## src/rtl/root_5_multi_cycle.sv

```systemverilog
`default_nettype none
// ============================================================================
//  Module   : root_5_multi_cycle
//  Purpose  : Integer fifth root, floor(arg^(1/5)), over a valid/ready
//             handshake. A bit-serial search builds the root MSB first.
//             Each trial candidate is raised to the fifth power with one
//             shared multiplier over four cycles, then compared against
//             the argument in a fifth cycle.
//  Revision : 1.0  initial release
// ============================================================================
module root_5_multi_cycle #(
   parameter int W = 16
) (
   input  logic                   clk,
   input  logic                   rst_n,
   input  logic                   i_arg_vld,
   output logic                   o_arg_rdy,
   input  logic [W-1:0]           i_arg,
   output logic                   o_res_vld,
   output logic [(W+4)/5-1:0]     o_res
);

   // Result width, accumulator width (holds cand^5 without loss), bit-index width
   localparam int c_RW = (W + 4) / 5;
   localparam int c_AW = 5 * c_RW;
   localparam int c_BW = (c_RW > 1) ? $clog2(c_RW) : 1;

   localparam logic [c_RW-1:0] c_TOP_BIT = c_RW'(1) << (c_RW - 1);
   localparam logic [c_BW-1:0] c_TOP_IDX = c_BW'(c_RW - 1);

   localparam logic [1:0] c_S_IDLE = 2'd0;
   localparam logic [1:0] c_S_MUL  = 2'd1;
   localparam logic [1:0] c_S_CMP  = 2'd2;

   logic [1:0]      r_state;
   logic [1:0]      w_state_nxt;
   logic [W-1:0]    r_arg;
   logic [c_RW-1:0] r_root;
   logic [c_BW-1:0] r_b;
   logic [c_AW-1:0] r_acc;
   logic [1:0]      r_mcnt;
   logic [c_RW-1:0] r_res;
   logic            r_res_vld;

   logic [c_RW-1:0] w_cand;
   logic [c_AW-1:0] w_prod;
   logic            w_fits;
   logic [c_RW-1:0] w_root_upd;
   logic [c_BW-1:0] w_b_dec;
   logic [c_RW-1:0] w_next_cand;
   logic            w_accept;

   // Search datapath: trial candidate, its running power, and the compare result
   always_comb begin
      w_cand      = r_root | (c_RW'(1) << r_b);
      w_prod      = r_acc * c_AW'(w_cand);
      w_fits      = (r_acc <= c_AW'(r_arg));
      w_root_upd  = w_fits ? w_cand : r_root;
      w_b_dec     = r_b - c_BW'(1);
      w_next_cand = w_root_upd | (c_RW'(1) << w_b_dec);
      w_accept    = i_arg_vld && (r_state == c_S_IDLE);
   end

   // State register
   always_ff @(posedge clk or negedge rst_n) begin
      if (!rst_n) begin
         r_state <= c_S_IDLE;
      end else begin
         r_state <= w_state_nxt;
      end
   end

   // Next-state logic: four MUL cycles per bit, then one CMP cycle
   always_comb begin
      w_state_nxt = r_state;
      case (r_state)
         c_S_IDLE: if (i_arg_vld) w_state_nxt = c_S_MUL;
         c_S_MUL:  if (r_mcnt == 2'd3) w_state_nxt = c_S_CMP;
         c_S_CMP:  w_state_nxt = (r_b == '0) ? c_S_IDLE : c_S_MUL;
         default:  w_state_nxt = c_S_IDLE;
      endcase
   end

   // Output logic: ready only while idle
   always_comb begin
      o_arg_rdy = (r_state == c_S_IDLE);
   end

   // Datapath registers; the accumulator is seeded with the candidate itself,
   // so four multiplies leave cand^5 in it
   always_ff @(posedge clk or negedge rst_n) begin
      if (!rst_n) begin
         r_arg     <= '0;
         r_root    <= '0;
         r_b       <= '0;
         r_acc     <= '0;
         r_mcnt    <= '0;
         r_res     <= '0;
         r_res_vld <= 1'b0;
      end else begin
         r_res_vld <= 1'b0;
         case (r_state)
            c_S_IDLE: begin
               if (w_accept) begin
                  r_arg  <= i_arg;
                  r_root <= '0;
                  r_b    <= c_TOP_IDX;
                  r_acc  <= c_AW'(c_TOP_BIT);
                  r_mcnt <= '0;
               end
            end
            c_S_MUL: begin
               r_acc  <= w_prod;
               r_mcnt <= r_mcnt + 2'd1;
            end
            c_S_CMP: begin
               r_root <= w_root_upd;
               if (r_b == '0) begin
                  r_res     <= w_root_upd;
                  r_res_vld <= 1'b1;
               end else begin
                  r_b    <= w_b_dec;
                  r_acc  <= c_AW'(w_next_cand);
                  r_mcnt <= '0;
               end
            end
            default: ;
         endcase
      end
   end

   // Registered result outputs
   always_comb begin
      o_res     = r_res;
      o_res_vld = r_res_vld;
   end

endmodule
`default_nettype wire

```

## config.mk

```make
export PLATFORM = sky130hd
export DESIGN_NAME = root_5_multi_cycle
export DESIGN_NICKNAME = d
export VERILOG_FILES = /design/src/rtl/root_5_multi_cycle.sv
export SDC_FILE = /design/constraint.sdc
export NUM_CORES = 1
export LEC_CHECK = 0
export ABC_AREA = 1
export CAP_MARGIN = 15
export CORE_MARGIN = 2
export CORE_UTILIZATION = 50
export DETAILED_ROUTE_END_ITERATION = 12
export MAX_ROUTING_LAYER = met4
export PLACE_DENSITY = 0.71
export SETUP_SLACK_MARGIN = 0.4
export SLEW_MARGIN = 20
export SYNTH_ARGS = -nofsm -noshare
export SYNTH_HDL_FRONTEND = slang
export SYNTH_SLANG_ARGS = --single-unit
```

## constraint.sdc

```tcl
create_clock -name clk -period 9.89 [get_ports clk]
set_input_delay 0.989 -clock clk [delete_from_list [all_inputs] [get_ports clk]]
set_output_delay 0.989 -clock clk [all_outputs]
set_load 0.05 [all_outputs]
```

# == After elaboration in Yosys (flattened, before gate mapping) ==
# Cells that the tools add are included.
# W data, S select, Z words.
# totals
register_bits,51
latch_bits,0
ramBits,0
rom_bits,0
mem_count,0
# classes
n_addsub,2
multipliers,1
div_mod_pow,0
n_lt_le_gt_ge,1
eq_ne,7
shifts,2
mux,18
bitwise_logic,2
n_reduce_logical,11
# ops
operator,count
$pmux W20 S3,1
$mux W20,2
$le A20 B16 Y1,1
$mul A20 B4 Y20,1
$mux W2,6
$pmux W2 S3,2
$mux W4,2
$or A4 B4 Y4,2
$pmux W4 S2,1
$reduce_and A2 Y1,4
$shl A1 B2 Y4 const A,2
$ne A2 B2 Y1 const B,3
$reduce_and A3 Y1,2
$eq A2 B2 Y1 const B,2
$logic_not A2 Y1,2
$pmux W2 S2,1
$mux W1,3
$reduce_bool A3 Y1,1
$add A2 B1 Y2 const B,1
$eq A2 B1 Y1 const B,1
$ne A2 B1 Y1 const B,1
$reduce_bool A2 Y1,1
$sub A2 B1 Y2 const B,1
$logic_and A1 B1 Y1,1

# == Logic depth before layout (Yosys ltp) ==
# logic_depth
depth_word,6
ltp_mapped,24

# == Worst setup path before layout ==
# Ideal clock, no wire load.
# synth_timing
kind,reg-to-reg
from,register r_b[0]
to,register r_acc[11]
setup_ns,0.127
arrival_time_ns,3.541
required_ns,9.763
setup_slack_ns,6.222
path_stages_with_launch,19
n_path_buf,1
period_less_slack_ns,3.668
cell_sequence,dfrtp_1 ha_1 inv_1 nand2_1 inv_1 buf_1 nor2_1 fa_1 inv_1 fa_1 inv_1 ha_1 inv_1 o21ai_0 o21bai_1 nand3_1 or2_2 nand3_1 o21ai_0
# synth_between
elab_chain_cells,4
word_cells_on_any_way,7
classes_between,1 x mul; 1 x eq/ne; 1 x shift; 1 x mux; 1 x bitwise; 2 x reduce/logical
# synth_lines
element,line,source
"start, declared",39,logic [c_BW-1:0] r_b;
"start signal, assigned",107,r_b <= c_TOP_IDX;
"start signal, assigned",122,r_b <= w_b_dec;
$shl A1 B2 Y4,55,w_cand = r_root | (c_RW'(1) << r_b);
$or A4 B4 Y4,55,
$mul A20 B4 Y20,56,w_prod = r_acc * c_AW'(w_cand);
$pmux W20 S3,102,case (r_state)
"end signal, assigned",108,r_acc <= c_AW'(c_TOP_BIT);
"end signal, assigned",113,r_acc <= w_prod;
"end signal, assigned",123,r_acc <= c_AW'(w_next_cand);
"end, declared",40,logic [c_AW-1:0] r_acc;
# Several ways; a longest one is shown, not always the timed one.
# A chain may end at the register's enable or synchronous reset.

# == Final worst setup path ==
# Ends and elaborated chain as after synthesis.

==> flow_summary.ini <==
[final_layout]
n_antenna_cell = 0
nets = 791
final_cells = 827
drive_gt1_share_pct = 4.76
fillers = 932
area_growth_pct = 9.46

[grt]
grt_max_degree = 52
grt_overflow = 0
grtUsageTotal_pct = 24.0
grt_pass1_wl_um = 19500
grt_pass1_vias = 4286
antenna_found_initial = 0

[route]
drt-wirelength-per-cell_um = 14.0
drc = 0
viasPerCell = 5.20
via_count = 4300
drtAntennaViolNets = 0
drtPass1Iterations = 5
drtIter0Drc = 236
wirelength_um = 11600

[sta]
final-setup-viol-count = 0
fin_tns_setup_ps = 0
hold_viol = 0
fin_crit_sh_pct = 43.2
fmax_mhz = 234
rsz0062_at_grt = no
tightest_slew_ps = 1010
maxSlewViolCount = 0
clock_skew_ps = 6.38
setup_ws_ps = 5620
period_needed_ps = 4270
slew_headroom_pct = 32.5

[hold_path]
hold-path-endpoint = o_res[3]
worstHoldStart = o_res[3]
whs_path_depth = 2
hold_class = reg2reg

[worst_setup_path]
rrSetupSlack_ps = 5620
critical_path_class = reg2reg
endpoint_kind = flop
critical_path_arrival_ps = 4450
cp-start-kind = flop
rr_startpoint = r_b[0]
rr_endpoint = r_acc[11]
ff2ff_path_depth = 18
path_max_fanout = 14
critPathRequiredTime_ps = 10070

[die]
design.die.area_um2 = 10700
core_area_um2 = 9680
die_w_um = 103
rows = 36
start_util_pct = 50.8
die_y_um = 103
io_pins = 25

[clocking]
clk_pin_slew_ps = 100
clk_latency_ps = 310
numCtsBuffers = 5
clk_path_buf_depth = 2
htree_levels = 2
cts_resized = 0
clock-root-buffer = clkbuf_8
cts.sinks = 51
cts_setup_buffers = 0
cts_tree = yes
hold_buffers = 0

[power]
leakage_nw = 2.89
p_int_mw = 0.513
pwr-share-clk_pct = 14.6
pwr_density_cell_nw_per_um2 = 186
seqPwrFrac_pct = 30.2
ir_worst_vdd_mv = 0.170
sw_frac_of_total_pct = 48.8
power.net_switching_mw = 0.489
comb_power_share_pct = 55.2

[synth]
synth_top_cell_area_share_pct = 25.9
syn_area_um2 = 4920
yosysUniqueCellTypes = 40
syn-num-nets = 768
synth_area_leaders = dfrtp_1 26%, fa_1 13%, ha_1 11%
avgSynthCellArea_um2 = 7.33
ys_ff_latch = 51
yosysTopAreaCell = dfrtp_1
ys_seq_area_share_pct = 25.9
yosysWarningCount = 0
synth_cells = 671

[place]
dp_cells = 820
gp_congestion = 0.962
io_buffers = 24
dp_hpwl_um = 9020
dp_slack_ps = 5660

[run]
max_cap_violations = 0

[run_status]
status = finished clean
[state kept, by name, indices dropped and copies added, names as in the netlist]
signal	cells
r_state	2
r_b	2
o_res_vld	1
r_acc	20
r_root	4
r_mcnt	2
o_res	4
r_arg	16
[through the flow]
step,utilization (%),hold slack (ps),power [mW],cell area (um^2)
after floorplan,-,457,0.715,4920
after global placement,54.6,469,0.837,5280
after detailed placement,54.6,468,0.858,5280
after CTS,55.6,493,1.01,5390
after global routing,55.6,539,1.10,5390
final,55.6,489,1.00,5390
[layer usage]
layer / wire (um) / share of wire, % / track usage (%) / vias to the layer above
met5: 0 / 0 / - / -
met4: 142 / 1.2 / 4.76 / 0
met3: 639 / 5.5 / 3.09 / 15
met2: 5580 / 48 / 41.3 / 121
met1: 5200 / 45 / 30.8 / 2060
li1: - / - / - / 2104
[cells by family after synthesis]
family | count (synthesis) | synth area share [%]
and+or+nand+nor | 270 | 22.9
buffers and inverters | 162 | 12.7
AOI/OAI and AO/OA | 101 | 12.0
adders and majority gates | 78 | 24.9
DFF | 51 | 25.9
xor gates and xnor gates | 7 | 1.25
muxes | 2 | 0.432
[worst max path at each step]
| stage | start | to | slack [ps] | cells after the start |
|---|---|---|---|---|
| 2_1_floorplan | r_b[0] | r_acc[11] | 6220 | 18 |
| 3_3_place_gp | r_b[0] | r_acc[11] | 5780 | 18 |
| 3_5_place_dp | r_b[0] | r_acc[11] | 5660 | 17 |
| 4_1_cts | r_b[0] | r_acc[11] | 5650 | 17 |
| 5_1_grt | r_b[0] | r_acc[11] | 5310 | 17 |
| 6_report | r_b[0] | r_acc[11] | 5620 | 18 |
[worst max-delay path, cell delays in order (launching register included)]
cell and delay [ps]:
dfrtp_1 410, ha_1 200, inv_1 70, nand2_1 180
inv_1 510, nor2_1 150, fa_1 580, inv_1 60
fa_1 540, inv_1 50, ha_1 350, nand2_1 110
inv_1 50, nand2_1 90, o21bai_1 120, nand3_1 230
or2_2 340, nand3_1 60, o21ai_0 70
[power by group through the flow]
| stage | logic [mW] | registers (mW) | clock network, mW |
|---|---|---|---|
| after floorplan | 0.401 | 0.314 | 0 |
| after global placement | 0.532 | 0.304 | 0 |
| after detailed placement | 0.551 | 0.307 | 0 |
| after CTS | 0.554 | 0.303 | 0.150 |
| after global routing | 0.628 | 0.310 | 0.158 |
| final | 0.553 | 0.303 | 0.146 |
[synthesized netlist by cell type, drive strengths merged]
cell    count
inv       153
nand2     132
nor2      101
dfrtp      51
a21oi      47
ha         45
fa         33
o21ai      33
nand3      26
o22ai      10
a21o        5
buf         5
clkbuf      4
nor3        4
xor2        4
and2        3
xnor2       3
o21bai      2
or2         2
a31oi       1
a32oi       1
mux2        1
mux2i       1
nand3b      1
nand4       1
o21a        1
o31ai       1
[cells in the final DEF (no fill, tap or decap), types with 23 or more instances in the layout]
master and instances:
inv_1 149, nand2_1 126, a21oi_1 47, nor2_1 97, o21ai_0 25, ha_1 45
dfrtp_1 51, fa_1 33, nand3_1 25, clkdlybuf4s50_1 23
[final cells by class]
type | count | area [um^2] | share of cell area [%]
multi-input combinational | 458 | 3020 | 56.1
tap | 133 | 166 | 3.09
clock buffer | 6 | 72.6 | 1.35
clock inverter | 1 | 30.0 | 0.557
inverter | 153 | 579 | 10.8
sequential | 51 | 1280 | 23.7
timing repair buffer | 25 | 243 | 4.51
No activity file was read; power rests on OpenSTA's default activity.
